## src/rtl/mux_input_ctrl.sv

```systemverilog
// Purpose: synchronize/debounce two buttons; toggle sel on one, latch operand switches on the other.
// Latency: a clean press updates sel/a/b and its strobe DB_CYCLES+2 edges after the raw rise.
// Backpressure: none; free-running front end, every debounced press is applied on its edge.
module mux_input_ctrl #(
    parameter int DB_CYCLES = 1000000,
    parameter int CNT_W     = 20
) (
    input  logic       clk,
    input  logic       rst,
    input  logic [3:0] sw,
    input  logic       btn_sel,
    input  logic       btn_load,
    output logic [1:0] a,
    output logic [1:0] b,
    output logic       sel,
    output logic       sel_pulse,
    output logic       load_pulse
);

    // Terminal count: db follows s on the DB_CYCLES-th consecutive differing sample.
    localparam logic [CNT_W-1:0] CNT_LAST = CNT_W'(DB_CYCLES - 1);

    // Two-flop synchronizers; button index 0 is select, index 1 is load.
    logic [3:0] sw_m_q, sw_s_q;
    logic [1:0] btn_m_q, btn_s_q;

    // Debouncer state per button.
    logic [1:0]            db_q, db_d;
    logic [1:0][CNT_W-1:0] cnt_q, cnt_d;
    logic [1:0]            press;

    // Output registers.
    logic [1:0] a_q, a_d, b_q, b_d;
    logic       sel_q, sel_d;
    logic       sel_pulse_q, sel_pulse_d;
    logic       load_pulse_q, load_pulse_d;

    // Debounce: any sample agreeing with db restarts the count, so short glitches never land.
    always_comb begin
        db_d  = db_q;
        cnt_d = cnt_q;
        for (int i = 0; i < 2; i++) begin
            if (btn_s_q[i] == db_q[i]) begin
                cnt_d[i] = '0;
            end else if (cnt_q[i] == CNT_LAST) begin
                db_d[i]  = btn_s_q[i];
                cnt_d[i] = '0;
            end else begin
                cnt_d[i] = cnt_q[i] + CNT_W'(1);
            end
        end
        // Only the rising debounced edge is an event; releases are silent.
        press = db_d & ~db_q;
    end

    // Output next-state: select and load events act independently on the same edge.
    always_comb begin
        sel_d        = sel_q ^ press[0];
        sel_pulse_d  = press[0];
        load_pulse_d = press[1];
        a_d          = a_q;
        b_d          = b_q;
        if (press[1]) begin
            a_d = sw_s_q[1:0];
            b_d = sw_s_q[3:2];
        end
    end

    // All state clears asynchronously, so a held button is re-debounced after reset.
    always_ff @(posedge clk or posedge rst) begin
        if (rst) begin
            sw_m_q       <= '0;
            sw_s_q       <= '0;
            btn_m_q      <= '0;
            btn_s_q      <= '0;
            db_q         <= '0;
            cnt_q        <= '0;
            a_q          <= '0;
            b_q          <= '0;
            sel_q        <= 1'b0;
            sel_pulse_q  <= 1'b0;
            load_pulse_q <= 1'b0;
        end else begin
            sw_m_q       <= sw;
            sw_s_q       <= sw_m_q;
            btn_m_q      <= {btn_load, btn_sel};
            btn_s_q      <= btn_m_q;
            db_q         <= db_d;
            cnt_q        <= cnt_d;
            a_q          <= a_d;
            b_q          <= b_d;
            sel_q        <= sel_d;
            sel_pulse_q  <= sel_pulse_d;
            load_pulse_q <= load_pulse_d;
        end
    end

    assign a          = a_q;
    assign b          = b_q;
    assign sel        = sel_q;
    assign sel_pulse  = sel_pulse_q;
    assign load_pulse = load_pulse_q;

endmodule

```

## config.mk

```make
export PLATFORM = sky130hd
export DESIGN_NAME = mux_input_ctrl
export DESIGN_NICKNAME = d
export VERILOG_FILES = /design/src/rtl/mux_input_ctrl.sv
export SDC_FILE = /design/constraint.sdc
export NUM_CORES = 1
export LEC_CHECK = 0
export BUFFER_PORTS_ARGS = -buffer_cell sky130_fd_sc_hd__clkbuf_2
export CORE_AREA = 2 2 81 83
export DETAILED_ROUTE_END_ITERATION = 10
export DIE_AREA = 0 0 83 85
export PLACE_DENSITY_LB_ADDON = 0.05
export SLEW_MARGIN = 20
export SYNTH_ARGS = -nofsm -noshare
export SYNTH_HDL_FRONTEND = slang
export SYNTH_SLANG_ARGS = --single-unit
```

## constraint.sdc

```tcl
create_clock -name clk -period 2.2 [get_ports clk]
set_input_delay 0.11 -clock clk [delete_from_list [all_inputs] [get_ports clk]]
set_output_delay 0.11 -clock clk [all_outputs]
set_load 0.03 [all_outputs]
```

==> results of run 1 <==
## state kept, by name, summed over array words and instances, names as in the netlist
register and flops:
a 2, b 2, btn_m_q 2, btn_s_q 2
cnt_q 40, db_q 2, load_pulse 1, sel 1
sel_pulse 1, sw_m_q 4, sw_s_q 4
## synthesized netlist by cell type
cell / count
sky130_fd_sc_hd__a21oi_1: 8
sky130_fd_sc_hd__and2_1: 3
sky130_fd_sc_hd__and3_1: 3
sky130_fd_sc_hd__and4bb_2: 1
sky130_fd_sc_hd__buf_2: 2
sky130_fd_sc_hd__dfrtp_1: 61
sky130_fd_sc_hd__ha_1: 2
sky130_fd_sc_hd__inv_1: 13
sky130_fd_sc_hd__mux2_2: 6
sky130_fd_sc_hd__nand2_1: 10
sky130_fd_sc_hd__nand2b_1: 2
sky130_fd_sc_hd__nand3_1: 11
sky130_fd_sc_hd__nand3_2: 2
sky130_fd_sc_hd__nand4_1: 8
sky130_fd_sc_hd__nand4_2: 1
sky130_fd_sc_hd__nand4b_1: 2
sky130_fd_sc_hd__nor2_1: 37
sky130_fd_sc_hd__nor3_1: 11
sky130_fd_sc_hd__nor4_1: 10
sky130_fd_sc_hd__nor4_2: 1
sky130_fd_sc_hd__nor4b_1: 1
sky130_fd_sc_hd__o21ai_0: 3
sky130_fd_sc_hd__o21ai_1: 1
sky130_fd_sc_hd__o31ai_1: 5
sky130_fd_sc_hd__o31ai_4: 1
sky130_fd_sc_hd__or2_1: 1
sky130_fd_sc_hd__or3_1: 4
sky130_fd_sc_hd__or4_1: 5
sky130_fd_sc_hd__or4_2: 1
sky130_fd_sc_hd__or4_4: 1
sky130_fd_sc_hd__xnor2_1: 24
sky130_fd_sc_hd__xor2_1: 7
## layout by cell type, fill, tap and decap left out, types with 2 or more instances in the layout
cell type                       Yosys  layout
sky130_fd_sc_hd__dfrtp_1           61      61
sky130_fd_sc_hd__nor2_1            37      37
sky130_fd_sc_hd__xnor2_1           24      24
sky130_fd_sc_hd__clkbuf_2           0      14
sky130_fd_sc_hd__inv_1             13      12
sky130_fd_sc_hd__nand3_1           11      11
sky130_fd_sc_hd__nor3_1            11      11
sky130_fd_sc_hd__buf_4              0      11
sky130_fd_sc_hd__nand2_1           10      10
sky130_fd_sc_hd__nor4_1            10      10
sky130_fd_sc_hd__clkbuf_8           0      10
sky130_fd_sc_hd__nand4_1            8       8
sky130_fd_sc_hd__a21oi_1            8       8
sky130_fd_sc_hd__xor2_1             7       7
sky130_fd_sc_hd__dlygate4sd3_1      0       7
sky130_fd_sc_hd__mux2_2             6       6
sky130_fd_sc_hd__o31ai_1            5       5
sky130_fd_sc_hd__or4_1              5       5
sky130_fd_sc_hd__or3_1              4       4
sky130_fd_sc_hd__and3_1             3       3
sky130_fd_sc_hd__and2_1             3       3
sky130_fd_sc_hd__o21ai_0            3       3
sky130_fd_sc_hd__nand3_2            2       2
sky130_fd_sc_hd__nand4b_1           2       2
sky130_fd_sc_hd__nand2b_1           2       2
sky130_fd_sc_hd__ha_1               2       2
sky130_fd_sc_hd__clkinv_2           0       2
sky130_fd_sc_hd__bufinv_16          0       2
## repair_timing
item | 4_1_cts | 5_1_grt
hold buffers | 7 | 0
hold endpoints to repair | 34 | 0
gates resized for setup | 0 | 0
## through the flow
step	power (uW)	instance area, um2	instances	util (%)
after detailed placement	1250	2930	348	47.2
after global routing	2430	3220	371	51.9
after CTS	2370	3220	371	51.9
final	2330	3220	371	51.9
after global placement	1240	2930	348	47.2
after floorplan	1220	2690	248	-
## final timing paths
path                         endpoint
setup / recovery            cnt_q[19]
hold reg to reg             sw_s_q[1]
setup reg to reg            cnt_q[19]
min in group asynchronous  btn_m_q[1]
hold / removal              sw_s_q[1]
max in group asynchronous   sw_s_q[3]
## layer usage
metal  wire, um  vias up  share of wire [%]
li1           -      953                  -
met1       2600      938                 52
met2       2250       18                 45
met3        105        7                2.1
met4         86        0                1.7
met5          0        -                  0
## kinds of logic (layout without fill, tap and decap cells)
family                   Yosys count  count (layout)  synth area share, %
adder cells (fa/ha/maj)            2               2                0.930
multiplexers                       6               6                 2.51
AND/OR/NAND/NOR                  115             115                 23.1
buffers and inverters             15              61                 2.19
XOR/XNOR                          31              31                 10.1
flip-flops                        61              61                 56.7
AO/OA/AOI/OAI                     18              18                 4.42
## cell type report
type                       instances  area, um2
timing repair buffer              32        223
multi-input combinational        172       1100
fill                             563       2980
clock inverter                     6       86.3
tap                               77       96.3
clock buffer                      10        138
sequential                        61       1530
inverter                          13       48.8
## report_power, final
part	internal (uW)	switching (uW)	leakage, uW
logic	29.5	47.5	0.000409
clock network	666	438	0.000112
registers	1140	12.6	0.000820
==> parameters.txt, run 1 <==
Parameter                              Value

STA
  Sum of negative setup slack ... 0 ps
  Time the final worst path needs with I/O delays and setup ... 1940 ps
  Fmax ... 514 MHz
  Hold WS ... 352 ps
  Worst-case headroom to the max-slew limit ... slightly below 60%
  Worst slew pin tran ... between 600 and 700 ps
  Clock tree skew after final layout ... 9.01 ps
  Unrepaired setup endpoints after global routing ... false
  Number of endpoints with negative hold slack in the final report ... 0
  Number of slew-limit violations in the final report ... 0
  Final period utilization ... 88.4%
  Worst Setup Slack, final ... 256 ps
  Setup violations, final ... 0

Power
  P_leak ... 0.00134 uW
  Power density normalized to cell area ... 724 mW/mm2
  Worst voltage drop across the vdd grid ... roughly 450 uV

Setup path
  Maximum fanout along the worst path ... 13
  Total number of cells along the worst setup path ... 6
  Data arrival time at the worst-slack endpoint ... 2150 ps
  Critical path type ... reg -> reg
  Required time of the worst setup path ... 2400 ps
  Reg-to-reg startpoint ... cnt_q[0]
  Cell family with most CP delay ... compound AO/OA/AOI/OAI gates
  Worst reg-to-reg setup slack ... around 260 ps
  Worst setup SP type ... flip-flop
  Number of cell instances on the worst register-to-register path ... 6
  Slowest stage cell on the critical path ... sky130_fd_sc_hd__o31ai_4
  Max stage delay on crit path ... roughly 440 ps
  Sort of element at the end of the critical path ... flip-flop
  Launch point of the worst path ... cnt_q[0]
  Buffers plus inverters on the worst setup path ... 1
  Sequence of cells on the critical path ... ha_1 > and3_1 > nand3_1 > o31ai_4 > buf_4 > a21oi_1

Placement
  Port Buf Inserts ... 14
  Dpl ws ... 234 ps
  Detail Placement HPWL ... 3.48 mm
  Final weighted congestion in routability-driven placement ... 0.734

Final layout
  Number of inserted diodes ... 0
  Layout cell share with drive strength beyond 1 ... between 10% and 20%
  Number of nets at the end of the flow ... 299
  Layout area overhead ... 19.8%

CTS
  Worst-case clock buffer depth ... 2
  Setup bufs post-CTS ... 0
  Inserted Clock Buffers ... 9
  Clock Root Buffer ... sky130_fd_sc_hd__clkbuf_8
  Number of sinks driven by the clock tree ... 61
  Clock transition at the register clock pins on the worst setup and hold paths after CTS ... 70 ps
  Clock latency of the later-clocked register in the worst-skew pair ... 330 ps
  Depth of the CTS H-tree ... 3
  TritonCTS clock tree ... built

Floorplan
  Starting Density ... 43.4%
  Num ports ... 15
  Number of placement rows ... 29
  Y dimension of the die ... 85 um
  X dimension of the die ... 83 um
  Core outline area ... between 0.006 and 0.007 mm2
  Die Area ... 0.00706 mm2

Global routing
  Fraction of met1 tracks used by global routing ... 23.3%
  Global-route met2 utilization ... 23.2%
  GRT Resource Usage Total ... 16.1%
  Grt met3 use ... between 3 and 4%
  Global-route wire length before repair ... 8.95 mm
  Pin count of the biggest net entering global routing ... 31
  GRT Residual Overflow ... 0
  Via count of the first global-routing pass ... 1905
  Initial antenna violation count ... 0
  Routing layer with the top usage in global route ... met1

Synthesis
  Post-Syn Nets ... 258
  Share of the yosys chip area belonging to registers ... 56.7%
  Yosys warnings ... 0
  Synth Register Bits ... 61
  Top cell type's share of synthesized area ... 56.7%
  Dominant cells by area after synthesis ... sky130_fd_sc_hd__dfrtp_1, sky130_fd_sc_hd__xnor2_1, sky130_fd_sc_hd__nor2_1, sky130_fd_sc_hd__mux2_2, sky130_fd_sc_hd__nor4_1
  Cell count after synthesis ... 248
  Syn_area_per_cell ... 10.8 um2
  Post-synthesis instance area ... 0.00269 mm2
  Count of distinct cell types in the synthesized netlist ... 32
  Synth area leader ... sky130_fd_sc_hd__dfrtp_1

Hold path
  Hold path cells ... 0
  Worst min-delay path class ... reg -> reg
  Hold_sp ... sw_m_q[1]

Drt
  Number of DRC markers in iteration 0 ... 123
  Vias per cell ... roughly 5.2
  Final wirelength ... 5.04 mm
  Total vias in the final route ... approximately 1900
  Number of nets still failing antenna checks after routing ... 0
  First-pass DRT Iterations ... 4
  Final routed DRC violation total ... 0
  Average detailed-routed wire length per instance ... about 14 um

Flow run
  Reported max-cap violation count ... 0

Outcome
  Result of the run ... completed
No activity file was read; power rests on OpenSTA's default activity.
==> run 2, diff against run 1 <==
--- a/config.mk
+++ b/config.mk
@@ -5,7 +5,7 @@
 export SDC_FILE = /design/constraint.sdc
 export NUM_CORES = 1
 export LEC_CHECK = 0
-export BUFFER_PORTS_ARGS = -buffer_cell sky130_fd_sc_hd__clkbuf_2
+export BUFFER_PORTS_ARGS = -buffer_cell sky130_fd_sc_hd__buf_2
 export CORE_AREA = 2 2 81 83
 export DETAILED_ROUTE_END_ITERATION = 10
 export DIE_AREA = 0 0 83 85
==> parameters.txt, run 2 (synthesized netlist as in run 1, its figures left out) <==
Parameter                              Value

Final layout
  Layout cell share with drive strength beyond 1 ... 19.3% (+0.27 points)
  Number of nets at the end of the flow ... 300 (+0.33%)
  Fin area ... 0.00321 mm2 (-0.39%)
  Layout area overhead ... 19.3%
  Register area ... 0.00153 mm2 (unchanged)
  Leading registers by flop count ... cnt_q x40, sw_m_q x4, sw_s_q x4
  Reg with most FFs ... cnt_q
  Commonest non-fill, non-tap cell in the layout ... sky130_fd_sc_hd__dfrtp_1
  Number of inserted diodes ... 0 (unchanged)
  Number of inserted filler cells in the final layout ... 568 (+0.89%)
  Most used cells in the layout excluding fill and tap cells ... sky130_fd_sc_hd__dfrtp_1, sky130_fd_sc_hd__nor2_1, sky130_fd_sc_hd__xnor2_1
  Multi-input logic area ... 0.00110 mm2 (unchanged)
  Number of flip-flops under the largest register name ... 40 (unchanged)
  Finished Core Util ... 51.7% (-0.20 points)

Drt
  First-pass DRT Iterations ... 4 (unchanged)
  Average detailed-routed wire length per instance ... 13.4 um (-1.6%)
  Routed length on met1 ... 2.64 mm (+1.6%)
  Final routed DRC violation total ... 0 (unchanged)
  Met3 Routed Length ... 110 um (+4.8%)
  Number of DRC markers in iteration 0 ... 73 (-41%)
  Vias per cell ... 5.09 (-1.5%)
  Number of nets still failing antenna checks after routing ... 0 (unchanged)
  Total vias in the final route ... 1892 (-1.3%)
  Final wirelength ... 4.98 mm (-1.3%)
  Amount of wire on met2 after detailed routing ... 2.11 mm (-6.5%)
  Uppermost layer routed ... met4

Power
  Power density normalized to cell area ... 703 mW/mm2 (-2.9%)
  P_leak ... 0.00134 uW (-0.38%)
  Worst voltage drop across the vdd grid ... 414 uV (-7.8%)

CTS
  TritonCTS clock tree ... built
  Inserted Clock Buffers ... 9 (unchanged)
  Clock transition at the register clock pins on the worst setup and hold paths after CTS ... 80 ps (about the same)
  Clock Root Buffer ... sky130_fd_sc_hd__clkbuf_8
  Setup bufs post-CTS ... 0 (unchanged)
  Quantity of gates resized following cts ... 0 (unchanged)
  Depth of the CTS H-tree ... 3 (unchanged)
  Worst-case clock buffer depth ... 2 (unchanged)
  Number of sinks driven by the clock tree ... 61 (unchanged)
  Clock latency of the later-clocked register in the worst-skew pair ... 340 ps (about the same)

STA
  Number of endpoints with negative hold slack in the final report ... 0 (unchanged)
  Clock tree skew after final layout ... 11.3 ps (+2.27 ps)
  Worst slew pin tran ... 620 ps (-10.9 ps)
  Time the final worst path needs with I/O delays and setup ... 1870 ps (-70.2 ps)
  Setup violations, final ... 0 (unchanged)
  Number of slew-limit violations in the final report ... 0 (unchanged)
  Unrepaired setup endpoints after global routing ... false
  Worst Setup Slack, final ... 326 ps (+70.2 ps)
  Worst-case headroom to the max-slew limit ... 58.6% (+0.73 points)
  Final period utilization ... 85.2% (-3.2 points)
  Sum of negative setup slack ... 0 ps (unchanged)
  Fmax ... 534 MHz (+3.7%)

Setup path
  Data arrival time at the worst-slack endpoint ... 2140 ps (about the same)
  Worst reg-to-reg setup slack ... 330 ps (+70 ps)
  Reg2reg end ... cnt_q[39]
  Reg-to-reg startpoint ... cnt_q[31]
  Required time of the worst setup path ... 2470 ps (+70 ps)
  Launch point of the worst path ... cnt_q[31]
  Number of cell instances on the worst register-to-register path ... 4 (-2)
  Critical path type ... reg -> reg
  Endpoint of the worst setup timing path ... cnt_q[39]
  Maximum fanout along the worst path ... 6 (-7)
  Worst setup SP type ... flip-flop
  Sort of element at the end of the critical path ... flip-flop

Global routing
  Pin count of the biggest net entering global routing ... 31 (unchanged)
  Global-route wire length before repair ... 8.88 mm (-0.77%)
  GRT Resource Usage Total ... 15.9% (-0.19 points)
  Via count of the first global-routing pass ... 1898 (-0.37%)
  GRT Residual Overflow ... 0 (unchanged)
  Initial antenna violation count ... 0 (unchanged)

Placement
  Area after DPL ... 0.00294 mm2 (+0.26%)
  Port Buf Inserts ... 14 (unchanged)
  Final weighted congestion in routability-driven placement ... 0.740 (+0.87%)
  Detail Placement HPWL ... 3.41 mm (-2.1%)
  Dpl ws ... 343 ps (+109 ps)

Flow run
  Reported max-cap violation count ... 0 (unchanged)

Floorplan
  Num ports ... 15 (unchanged)
  Core outline area ... 0.00620 mm2 (unchanged)
  Starting Density ... 43.4% (unchanged)
  Die Area ... 0.00706 mm2 (unchanged)
  Y dimension of the die ... 85 um (unchanged)
  X dimension of the die ... 83 um (unchanged)
  Number of placement rows ... 29 (unchanged)

Outcome
  Result of the run ... completed

Hold path
  Worst min-delay path class ... reg -> reg
run 2: where the power goes:
group	leakage (uW)	switching [uW]	total [uW]	internal [uW]
Combinational	0.000419	46.1	76.4	30.3
Clock	0.0000973	490	1030	538
Sequential	0.000820	12.2	1150	1140
Total	0.00134	549	2260	1710
run 2: area by class of cell:
cell class | instances | share of cell area [%]
inverter | 13 | 1.52
clock buffer | 9 | 3.86
tap | 77 | 3.00
sequential | 61 | 47.5
timing repair buffer | 33 | 7.17
clock inverter | 7 | 2.49
multi-input combinational | 172 | 34.4
run 2: critical path: stages, from the launching register on:
cell and delay [ps]:
sky130_fd_sc_hd__dfrtp_1 430, sky130_fd_sc_hd__nand4_1 210, sky130_fd_sc_hd__or4_4 590, sky130_fd_sc_hd__or4_1 410, sky130_fd_sc_hd__a21oi_1 160
run 2: how the worst min path moves through the flow:
| stage | slack (ps) | cells past startpoint | startpoint | end |
|---|---|---|---|---|
| after global routing | 360 | 0 | sw_m_q[1] | sw_s_q[1] |
| after detailed placement | 220 | 1 | sw[0] | sw_m_q[0] |
| after floorplan | 140 | 0 | btn_sel | btn_m_q[0] |
| after global placement | 220 | 1 | btn_sel | btn_m_q[0] |
| final | 350 | 0 | btn_m_q[0] | btn_s_q[0] |
| after CTS | 350 | 0 | btn_m_q[0] | btn_s_q[0] |
run 2: repair_timing:
item | 4_1_cts | 5_1_grt
setup endpoints to repair | 0 | 0
endpoints found under the hold margin | 34 | 0
hold buffers | 7 | 0
run 2: layer usage:
metal  track usage, %  vias to the layer above
met4             9.39                        0
met3             3.21                       10
met2             22.7                       24
met5                0                        -
li1                 -                      953
met1             22.7                      905
run 2: metrics by stage:
step                power [uW]  std cells  hold slack, ps
finish                    2260        372             350
global route              2360        372             358
CTS                       2300        372             354
detailed placement        1240        349             220
global placement          1240        349             218
floorplan                 1220        248             141
==> run 3, diff against run 2 <==
--- a/config.mk
+++ b/config.mk
@@ -6,9 +6,9 @@
 export NUM_CORES = 1
 export LEC_CHECK = 0
 export BUFFER_PORTS_ARGS = -buffer_cell sky130_fd_sc_hd__buf_2
-export CORE_AREA = 2 2 81 83
+export CORE_AREA = 4 4 83 85
 export DETAILED_ROUTE_END_ITERATION = 10
-export DIE_AREA = 0 0 83 85
+export DIE_AREA = 0 0 87 89
 export PLACE_DENSITY_LB_ADDON = 0.05
 export SLEW_MARGIN = 20
 export SYNTH_ARGS = -nofsm -noshare
==> parameters.txt, run 3 (synthesized netlist as in run 1, its figures left out) <==
Parameter                              Value

Outcome
  Result of the run ... completed

Global routing
  Routing layer with the top usage in global route ... met2
  Initial antenna violation count ... 0 (unchanged)
  Global-route met2 utilization ... 21.0% (-1.6 points)
  Via count of the first global-routing pass ... 1881 (-0.90%)
  GRT Residual Overflow ... 0 (unchanged)
  Fraction of met1 tracks used by global routing ... 20.7% (-2.0 points)
  GRT Resource Usage Total ... 14.7% (-1.3 points)
  Global-route wire length before repair ... 8.76 mm (-1.4%)
  Pin count of the biggest net entering global routing ... 24 (-23%)
  Grt met3 use ... 4.61% (+1.4 points)

Setup path
  Worst setup SP type ... flip-flop
  Maximum fanout along the worst path ... 6 (unchanged)
  Max stage delay on crit path ... 470 ps (-120 ps)
  Sort of element at the end of the critical path ... flip-flop
  Data arrival time at the worst-slack endpoint ... 2190 ps (+50 ps)
  Critical path type ... reg -> reg
  Required time of the worst setup path ... 2450 ps (-20 ps)
  Sequence of cells on the critical path ... ha_1 > nand3_1 > or3_1 > or4_1 > a21oi_1
  Slowest stage cell on the critical path ... sky130_fd_sc_hd__or4_1

STA
  Fmax ... 514 MHz (-3.7%)
  Setup violations, final ... 0 (unchanged)
  Final period utilization ... 88.4% (+3.3 points)
  Worst slew pin tran ... 407 ps (-213 ps)
  Time the final worst path needs with I/O delays and setup ... 1950 ps (+71.7 ps)
  Sum of negative setup slack ... 0 ps (unchanged)
  Number of endpoints with negative hold slack in the final report ... 0 (unchanged)
  Number of slew-limit violations in the final report ... 0 (unchanged)
  Unrepaired setup endpoints after global routing ... false
  Clock tree skew after final layout ... 8.41 ps (-2.87 ps)
  Worst-case headroom to the max-slew limit ... 72.8% (+14 points)

Final layout
  Number of inserted diodes ... 0 (unchanged)
  Number of nets at the end of the flow ... 297 (-1.0%)
  Number of flip-flops under the largest register name ... 40 (unchanged)
  Layout cell share with drive strength beyond 1 ... 18.5% (-0.83 points)
  Leading registers by flop count ... cnt_q x40, sw_m_q x4, sw_s_q x4
  Number of inserted filler cells in the final layout ... 545 (-4.0%)
  Most used cells in the layout excluding fill and tap cells ... sky130_fd_sc_hd__dfrtp_1, sky130_fd_sc_hd__nor2_1, sky130_fd_sc_hd__xnor2_1
  Commonest non-fill, non-tap cell in the layout ... sky130_fd_sc_hd__dfrtp_1
  Layout area overhead ... 19.3% (about the same)
  Reg with most FFs ... cnt_q

CTS
  TritonCTS clock tree ... built
  Number of sinks driven by the clock tree ... 61 (unchanged)
  Worst-case clock buffer depth ... 2 (unchanged)
  Clock Root Buffer ... sky130_fd_sc_hd__clkbuf_8
  Clock latency of the later-clocked register in the worst-skew pair ... 330 ps (about the same)
  Depth of the CTS H-tree ... 3 (unchanged)
  Setup bufs post-CTS ... 0 (unchanged)
  Clock transition at the register clock pins on the worst setup and hold paths after CTS ... 70 ps (about the same)
  Quantity of gates resized following cts ... 0 (unchanged)
  Inserted Clock Buffers ... 9 (unchanged)

Drt
  Average detailed-routed wire length per instance ... 13.3 um (-0.93%)
  Vias per cell ... 5.02 (-1.3%)
  Final routed DRC violation total ... 0 (unchanged)
  Final wirelength ... 4.89 mm (-1.7%)
  Number of DRC markers in iteration 0 ... 79 (+8.2%)
  Total vias in the final route ... 1852 (-2.1%)
  Number of nets still failing antenna checks after routing ... 0 (unchanged)
  First-pass DRT Iterations ... 4 (unchanged)

Floorplan
  Num ports ... 15 (unchanged)
  X dimension of the die ... 87 um (+4.8%)
  Core outline area ... 0.00620 mm2 (unchanged)
  Starting Density ... 43.4% (unchanged)
  Number of placement rows ... 29 (unchanged)
  Die Area ... 0.00774 mm2 (+9.8%)
  Y dimension of the die ... 89 um (+4.7%)

Placement
  Port Buf Inserts ... 14 (unchanged)
  Detail Placement HPWL ... 3.39 mm (-0.58%)
  Final weighted congestion in routability-driven placement ... 0.786 (+6.2%)

Hold path
  Worst min-delay path class ... in -> async

Power
  Total power ... 2330 uW (+3.3%)
  Power density normalized to cell area ... 727 mW/mm2 (+3.4%)
  Worst voltage drop across the vdd grid ... 414 uV (about the same)
  P_leak ... 0.00133 uW (-0.70%)

Flow run
  Reported max-cap violation count ... 0 (unchanged)
[run 3: cell count changes in the layout (fill, tap and decap cells not counted), sizes merged]
| cell | change |
|---|---|
| buf | -3 |
| inv | -4 |
| clkinv | +2 |
| clkinvlp | +1 |
| bufinv | +1 |
[run 3: per-layer routing]
metal  share of wire (%)  vias up  wire length, um
met5                   0        -                0
met4                0.63        0               31
met3                 3.1        2              154
met2                  44       22             2170
met1                  52      885             2530
li1                    -      943                -
[run 3: final timing paths]
check / slack [ps] / from / end / depth (start not counted)
min: 310 / rst / sw_m_q[1] / 3
max in group asynchronous: 1250 / rst / cnt_q[16] / 4
min reg2reg: 350 / btn_m_q[0] / btn_s_q[0] / 0
min in group clk: 350 / btn_m_q[0] / btn_s_q[0] / 0
max: 250 / cnt_q[0] / cnt_q[18] / 5
max reg2reg: 250 / cnt_q[0] / cnt_q[18] / 5
[run 3: area by class of cell]
type	count	area, um2	share of cell area, %
inverters	13	48.8	1.52
clock inverters	7	100	3.12
multi-input cells	172	1100	34.4
repair buffers	30	208	6.47
well taps	77	96.3	3.00
flip-flops and latches	61	1530	47.6
clock buffers	9	124	3.86
[run 3: worst max-delay path: cells and delay by family (launching register included)]
family | cells | cell delay [ps]
AO/OA/AOI/OAI | 1 | 170
adder cells (fa/ha/maj) | 1 | 210
AND/OR/NAND/NOR | 3 | 1100
flip-flops | 1 | 390
[run 3: power by group]
part,leakage (uW),switching (uW),internal [uW],total [uW]
clock network,0.000102,465,641,1110
registers,0.000820,12.4,1140,1150
logic,0.000405,45.3,28.1,73.4
[run 3: timing repair]
action | in CTS | in global routing
hold buffers | 7 | 0
hold endpoints to repair | 24 | 0
endpoints found under the setup margin | 0 | 0
[run 3: metrics by stage]
stage | setup WS [ps] | hold WS, ps | cell area [um2] | std cells | util (%)
global route | 189 | 352 | 3210 | 369 | 51.7
finish | 255 | 309 | 3210 | 369 | 51.7
CTS | 245 | 308 | 3210 | 369 | 51.7
detailed placement | 293 | 133 | 2910 | 346 | 47.0
global placement | 336 | 130 | 2910 | 346 | 47.0
floorplan | 412 | 141 | 2690 | 248 | -
